## src/rtl/full_adder_fa_cell.sv

```systemverilog
// 1-bit full adder cell; purely combinational, chained by full_adder into a ripple carry.
module fa_cell (
  input  logic a,
  input  logic b,
  input  logic cin,
  output logic sum,
  output logic co
);

  logic p;

  assign p   = a ^ b;
  assign sum = p ^ cin;
  assign co  = (a & b) | (cin & p);

endmodule

```

## src/rtl/full_adder.sv

```systemverilog
// WIDTH-bit ripple-carry adder with one registered output stage and a valid strobe.
module full_adder #(
  parameter int WIDTH = 1
) (
  input  logic             clk,
  input  logic             rst_n,
  input  logic             in_valid,
  input  logic [WIDTH-1:0] a,
  input  logic [WIDTH-1:0] b,
  input  logic             cin,
  output logic [WIDTH-1:0] sum,
  output logic             co,
  output logic             out_valid
);

  logic [WIDTH:0]   c;
  logic [WIDTH-1:0] s_comb;
  logic             vld_pipe;

  assign c[0] = cin;

  for (genvar i = 0; i < WIDTH; i++) begin : g_cell
    fa_cell u_cell (
      .a   (a[i]),
      .b   (b[i]),
      .cin (c[i]),
      .sum (s_comb[i]),
      .co  (c[i+1])
    );
  end

  // Result holds across idle cycles; only the valid strobe drops.
  always_ff @(posedge clk or negedge rst_n) begin
    if (!rst_n) begin
      sum      <= '0;
      co       <= 1'b0;
      vld_pipe <= 1'b0;
    end else begin
      vld_pipe <= in_valid;
      if (in_valid) begin
        sum <= s_comb;
        co  <= c[WIDTH];
      end
    end
  end

  assign out_valid = vld_pipe;

endmodule

```

## config.mk

```make
export PLATFORM = sky130hd
export DESIGN_NAME = full_adder
export DESIGN_NICKNAME = d
export VERILOG_FILES = /design/src/rtl/full_adder_fa_cell.sv /design/src/rtl/full_adder.sv
export SDC_FILE = /design/constraint.sdc
export NUM_CORES = 1
export LEC_CHECK = 0
export CELL_PAD_IN_SITES_DETAIL_PLACEMENT = 2
export CELL_PAD_IN_SITES_GLOBAL_PLACEMENT = 2
export CORE_AREA = 8 8 45 47
export CTS_CLUSTER_SIZE = 30
export DETAILED_ROUTE_END_ITERATION = 10
export DIE_AREA = 0 0 53 55
export PLACE_DENSITY = 0.49
export SKIP_LAST_GASP = 1
export SYNTH_ARGS = -nofsm -noshare
export SYNTH_HDL_FRONTEND = slang
export SYNTH_HIERARCHICAL = 1
export SYNTH_SLANG_ARGS = --single-unit
```

## constraint.sdc

```tcl
create_clock -name clk -period 1.37 [get_ports clk]
set_input_delay 0.2055 -clock clk [delete_from_list [all_inputs] [get_ports clk]]
set_output_delay 0.2055 -clock clk [all_outputs]
set_load 0.05 [all_outputs]
```

==> reports/metrics.csv, run 1 <==
metric,value,unit
fin_crit,1280,ps
r2r_start,sum,
cts_sinks,3,
hold_class,input port to asynchronous set/reset pin,
grt_pass1_wl,703,um
gp_congestion,0.595,
yosys.area.top_type,dfrtp_1,
fmax,778,MHz
finalPower,388,uW
finalCritPeriodShare,93.8,%
wl_met2,163,um
ys_warn_count,6,
synthTopCellsByArea,"dfrtp_1 (64%), mux2_2 (19%), fa_1 (17%)",
max-vdd-ir-drop,0.000216,V
grt_max_degree,4,
io_pins,9,
power_density,1420,nW/um^2
cts.repair.resized,0,
drtIter0Drc,0,
num_rows,14,
numCtsBuffers,3,
post-cts-setup-buffers,0,
avgSynthCellArea,19.6,um^2
dp_cells,30,
p_leak,0.000113,uW
skew,0,ps
synth_top_area_share,63.8,%
cp.arrival,1400,ps
core,1380,um^2
cts_hold_buf,0,
syn_area,118,um^2
top_layer,met4,
wl_met1,112,um
setup_slack,85.3,ps
tightest_slew,141,ps
met3_length,90,um
required,1480,ps
ant_nets,0,
crit_path_start_kind,input port,
syn_inst,6,
cts.reportedPaths.clkPinSlew,40,ps
place_ws,-171,ps
hold_violations,0,
netlist-cell-type-count,3,
worst-setup-path-type,input port to flip-flop,
cp_max_fo,1,
cp-end-kind,flip-flop,
relSlewSlack,90.6,%
setup_viol,0,
htree_levels,1,
final_core_util,19.8,%
die_x,53,um
clock_latency,230,ps
initial_core_util,8.50,%
synth_nets,13,
syn2layout_area_growth,133,%
stdcell_count,34,
drc_errors,0,
tns,0,ps
portBuffers,8,
antenna_found_initial,0,
startpoint,b,
num_vias,100,
root_buffer,clkbuf_4,
track_usage,4.16,%
final_max_slew_viol_count,0,
drv_cap,0,
antennaDiodeCount,0,
ys_seq_area_share,63.8,%
die_h,55,um
rsz0062_at_grt,false,
grt_pass1_vias,157,
drive_gt1_share,44.4,%
nets,26,
drt_wl_total,395,um
outcome,completed,
dr.pass1.iters,1,
wl_per_cell,11.6,um
ctsLongestPathBuffers,2,
vias_per_cell,2.94,
synth-seq-cells,3,
grt_overflow,0,
cts_tree,yes,
die_area,2920,um^2
## sequential cells by signal, indices dropped and copies added (netlist names)
name / count
sum: 1
co: 1
out_valid: 1
## cell usage after synthesis
master and count:
dfrtp_1 3, fa_1 1, mux2_2 2
## worst paths after layout
path	end	slack, ps	cells after the start
setup reg to reg	sum	570	1
min in group clk	out_valid	510	1
hold reg to reg	co	570	1
setup / recovery	sum	90	3
max in group asynchronous	sum	1070	1
hold / removal	out_valid	160	1
## layout by cell type, fill, tap and decap left out
cell type / count
clkbuf_1: 1
mux2_2: 2
fa_1: 1
clkbuf_4: 3
clkdlybuf4s50_1: 5
buf_12: 3
dfrtp_1: 3
## power breakdown
part | total [uW] | switching [uW] | internal, uW
sequential | 112 | 11.6 | 100
combinational | 120 | 55.8 | 64.4
clock | 156 | 47.1 | 109
## cell families (layout without fill, tap and decap cells)
logic type	after synthesis	after routing	share of synthesized area, %
adders and majority gates	1	1	17.0
muxes	2	2	19.1
buffers and inverters	0	12	0
DFF	3	3	63.8
## critical path, stage by stage
cell and delay (ps):
clkdlybuf4s50_1 500, fa_1 420, mux2_2 280
## final cells by class
class	count	area [um^2]
repair buffers	8	110
well taps	16	20.0
fillers	155	1110
flip-flops and latches	3	75.1
multi-input cells	3	42.5
clock buffers	4	26.3
## per-stage QoR
step                area (um^2)  hold slack (ps)
floorplan                   118            -90.1
global placement            248              393
detailed placement          248              399
CTS                         274              149
global route                274              172
finish                      274              155
## layer usage
| layer | GRT usage, % | vias to the layer above |
|---|---|---|
| li1 | - | 44 |
| met1 | 2.76 | 42 |
| met2 | 4.88 | 10 |
| met5 | 0 | - |
| met3 | 4.01 | 4 |
| met4 | 7.76 | 0 |
No activity file was read; power rests on OpenSTA's default activity.
==> run 2: changes to the inputs <==
--- a/config.mk
+++ b/config.mk
@@ -7,11 +7,11 @@
 export LEC_CHECK = 0
 export CELL_PAD_IN_SITES_DETAIL_PLACEMENT = 2
 export CELL_PAD_IN_SITES_GLOBAL_PLACEMENT = 2
-export CORE_AREA = 8 8 45 47
+export CORE_AREA = 2 2 39 41
 export CTS_CLUSTER_SIZE = 30
 export DETAILED_ROUTE_END_ITERATION = 10
-export DIE_AREA = 0 0 53 55
-export PLACE_DENSITY = 0.49
+export DIE_AREA = 0 0 41 43
+export PLACE_DENSITY = 0.51
 export SKIP_LAST_GASP = 1
 export SYNTH_ARGS = -nofsm -noshare
 export SYNTH_HDL_FRONTEND = slang
==> constraint.sdc (replaced) <==
create_clock -name clk -period 1.1 [get_ports clk]
set_input_delay 0.165 -clock clk [delete_from_list [all_inputs] [get_ports clk]]
set_output_delay 0.165 -clock clk [all_outputs]
set_load 0.05 [all_outputs]
==> run 2 against run 1 <==
  * Design area stayed put
  * Worst hold slack worse by 40 ps
  * Utilization stayed put
  * Sequential power is 26% higher
  * Die area is 40% lower
  * First-iteration DRC count stayed put
  * Wire length is 17% lower
  * Critical path depth stayed put
  * Clock power is 23% higher
==> reports/metrics.csv, run 2 (same netlist as run 1, synthesis figures left out) <==
metric,value,unit,change
outcome,completed,,unchanged
antenna_found_initial,0,,unchanged
numCtsBuffers,3,,unchanged
dp_cells,30,,unchanged
reg2reg_slack,290,ps,was 570 ps
cp.arrival,1170,ps,was 1400 ps
relSlewSlack,89.8,%,was 90.6%
core,1380,um^2,unchanged
fmax,948,MHz,
finalCritPeriodShare,95.9,%,
track_usage,5.64,%,was 4.16%
cts_tree,yes,,unchanged
cts.repair.resized,4,,was 0
hold_violations,0,,unchanged
drv_cap,0,,unchanged
syn2layout_area_growth,133,%,unchanged
num_vias,101,,was 100
initial_core_util,8.50,%,unchanged
globalRouteMet2Util,5.94,%,was 4.88%
drtIter0Drc,0,,unchanged
required,1210,ps,was 1480 ps
grt_pass1_wl,531,um,was 703 um
cp-end-kind,flip-flop,,unchanged
setup_viol,0,,unchanged
grt_pass1_vias,127,,was 157
tns,0,ps,unchanged
fin_crit,1050,ps,
final_max_slew_viol_count,0,,unchanged
stdcell_count,34,,unchanged
cts_hold_buf,0,,unchanged
io_pins,9,,unchanged
die_area,1760,um^2,was 2920 um^2
nets,26,,unchanged
drive_gt1_share,44.4,%,unchanged
startpoint,cin,,was b
antennaDiodeCount,0,,unchanged
rsz0062_at_grt,false,,unchanged
gp_congestion,0.561,,was 0.595
post-cts-setup-buffers,0,,unchanged
max-vdd-ir-drop,0.000380,V,was 0.000216 V
tightest_slew,152,ps,was 141 ps
crit_path_start_kind,input port,,unchanged
grt_overflow,0,,unchanged
gr-usage-met3,5.76,%,was 4.01%
drt_wl_total,328,um,was 395 um
die_x,41,um,was 53 um
skew,0,ps,unchanged
cts.reportedPaths.clkPinSlew,40,ps,about the same
portBuffers,8,,unchanged
whs,115,ps,was 155 ps
ctsLongestPathBuffers,2,,unchanged
hold_class,input port to asynchronous set/reset pin,,unchanged
drc_errors,0,,unchanged
cp_max_fo,1,,unchanged
cts_sinks,3,,unchanged
grt_max_degree,4,,unchanged
clock_latency,230,ps,about the same
use_met1,4.55,%,was 2.76%
wl_per_cell,9.65,um,was 11.6 um
htree_levels,1,,unchanged
ant_nets,0,,unchanged
layout_common_cells,"clkbuf_4 (3), dfrtp_1 (3), dlygate4sd2_1 (3), buf_12 (3), clkdlybuf4s50_1 (2)",,"was clkdlybuf4s50_1 (5), clkbuf_4 (3), dfrtp_1 (3), buf_12 (3), mux2_2 (2)"
root_buffer,clkbuf_4,,unchanged
gr-max-usage-layer,met4,,unchanged
final_core_util,19.8,%,unchanged
worst-setup-path-type,input port to flip-flop,,unchanged
power_density,1770,nW/um^2,was 1420 nW/um^2
dr.pass1.iters,1,,unchanged
die_h,43,um,was 55 um
num_rows,14,,unchanged
vias_per_cell,2.97,,was 2.94
p_leak,0.000121,uW,was 0.000113 uW
r2r_start,sum,,unchanged
[run 2: layer usage]
metal,wire [um],up-vias
li1,-,43
met1,89,49
met2,161,9
met3,77,0
met4,0,0
met5,0,-
[run 2: worst paths after layout]
| path | to | depth (start not counted) |
|---|---|---|
| worst max-delay path | sum | 3 |
| worst min-delay path | co | 1 |
| worst max register to register | sum | 1 |
| worst min register to register | co | 1 |
| max in group asynchronous | out_valid | 1 |
| min in group clk | co | 3 |
[run 2: layout make-up]
class	count	area [um^2]
clock buffer	4	26.3
tap	16	20.0
timing repair buffer	8	106
sequential	3	75.1
fill	150	1110
multi-input combinational	3	46.3
[run 2: metrics by stage]
| stage | area [um^2] | total power, uW | setup WS, ps |
|---|---|---|---|
| final | 274 | 484 | 45.4 |
| after global routing | 274 | 519 | 21.4 |
| after CTS | 274 | 499 | 57.0 |
| after detailed placement | 248 | 294 | -392 |
| after global placement | 248 | 287 | -346 |
| after floorplan | 118 | 197 | 109 |
[run 2: report_power, final]
| part | switching, uW | internal, uW | total [uW] |
|---|---|---|---|
| logic | 70.5 | 81.3 | 152 |
| registers | 15.8 | 125 | 141 |
| clock network | 56.0 | 136 | 192 |
[run 2: worst max-delay path: stages]
cell and delay, ps:
dlygate4sd2_1 250, fa_1 480, mux2_4 270
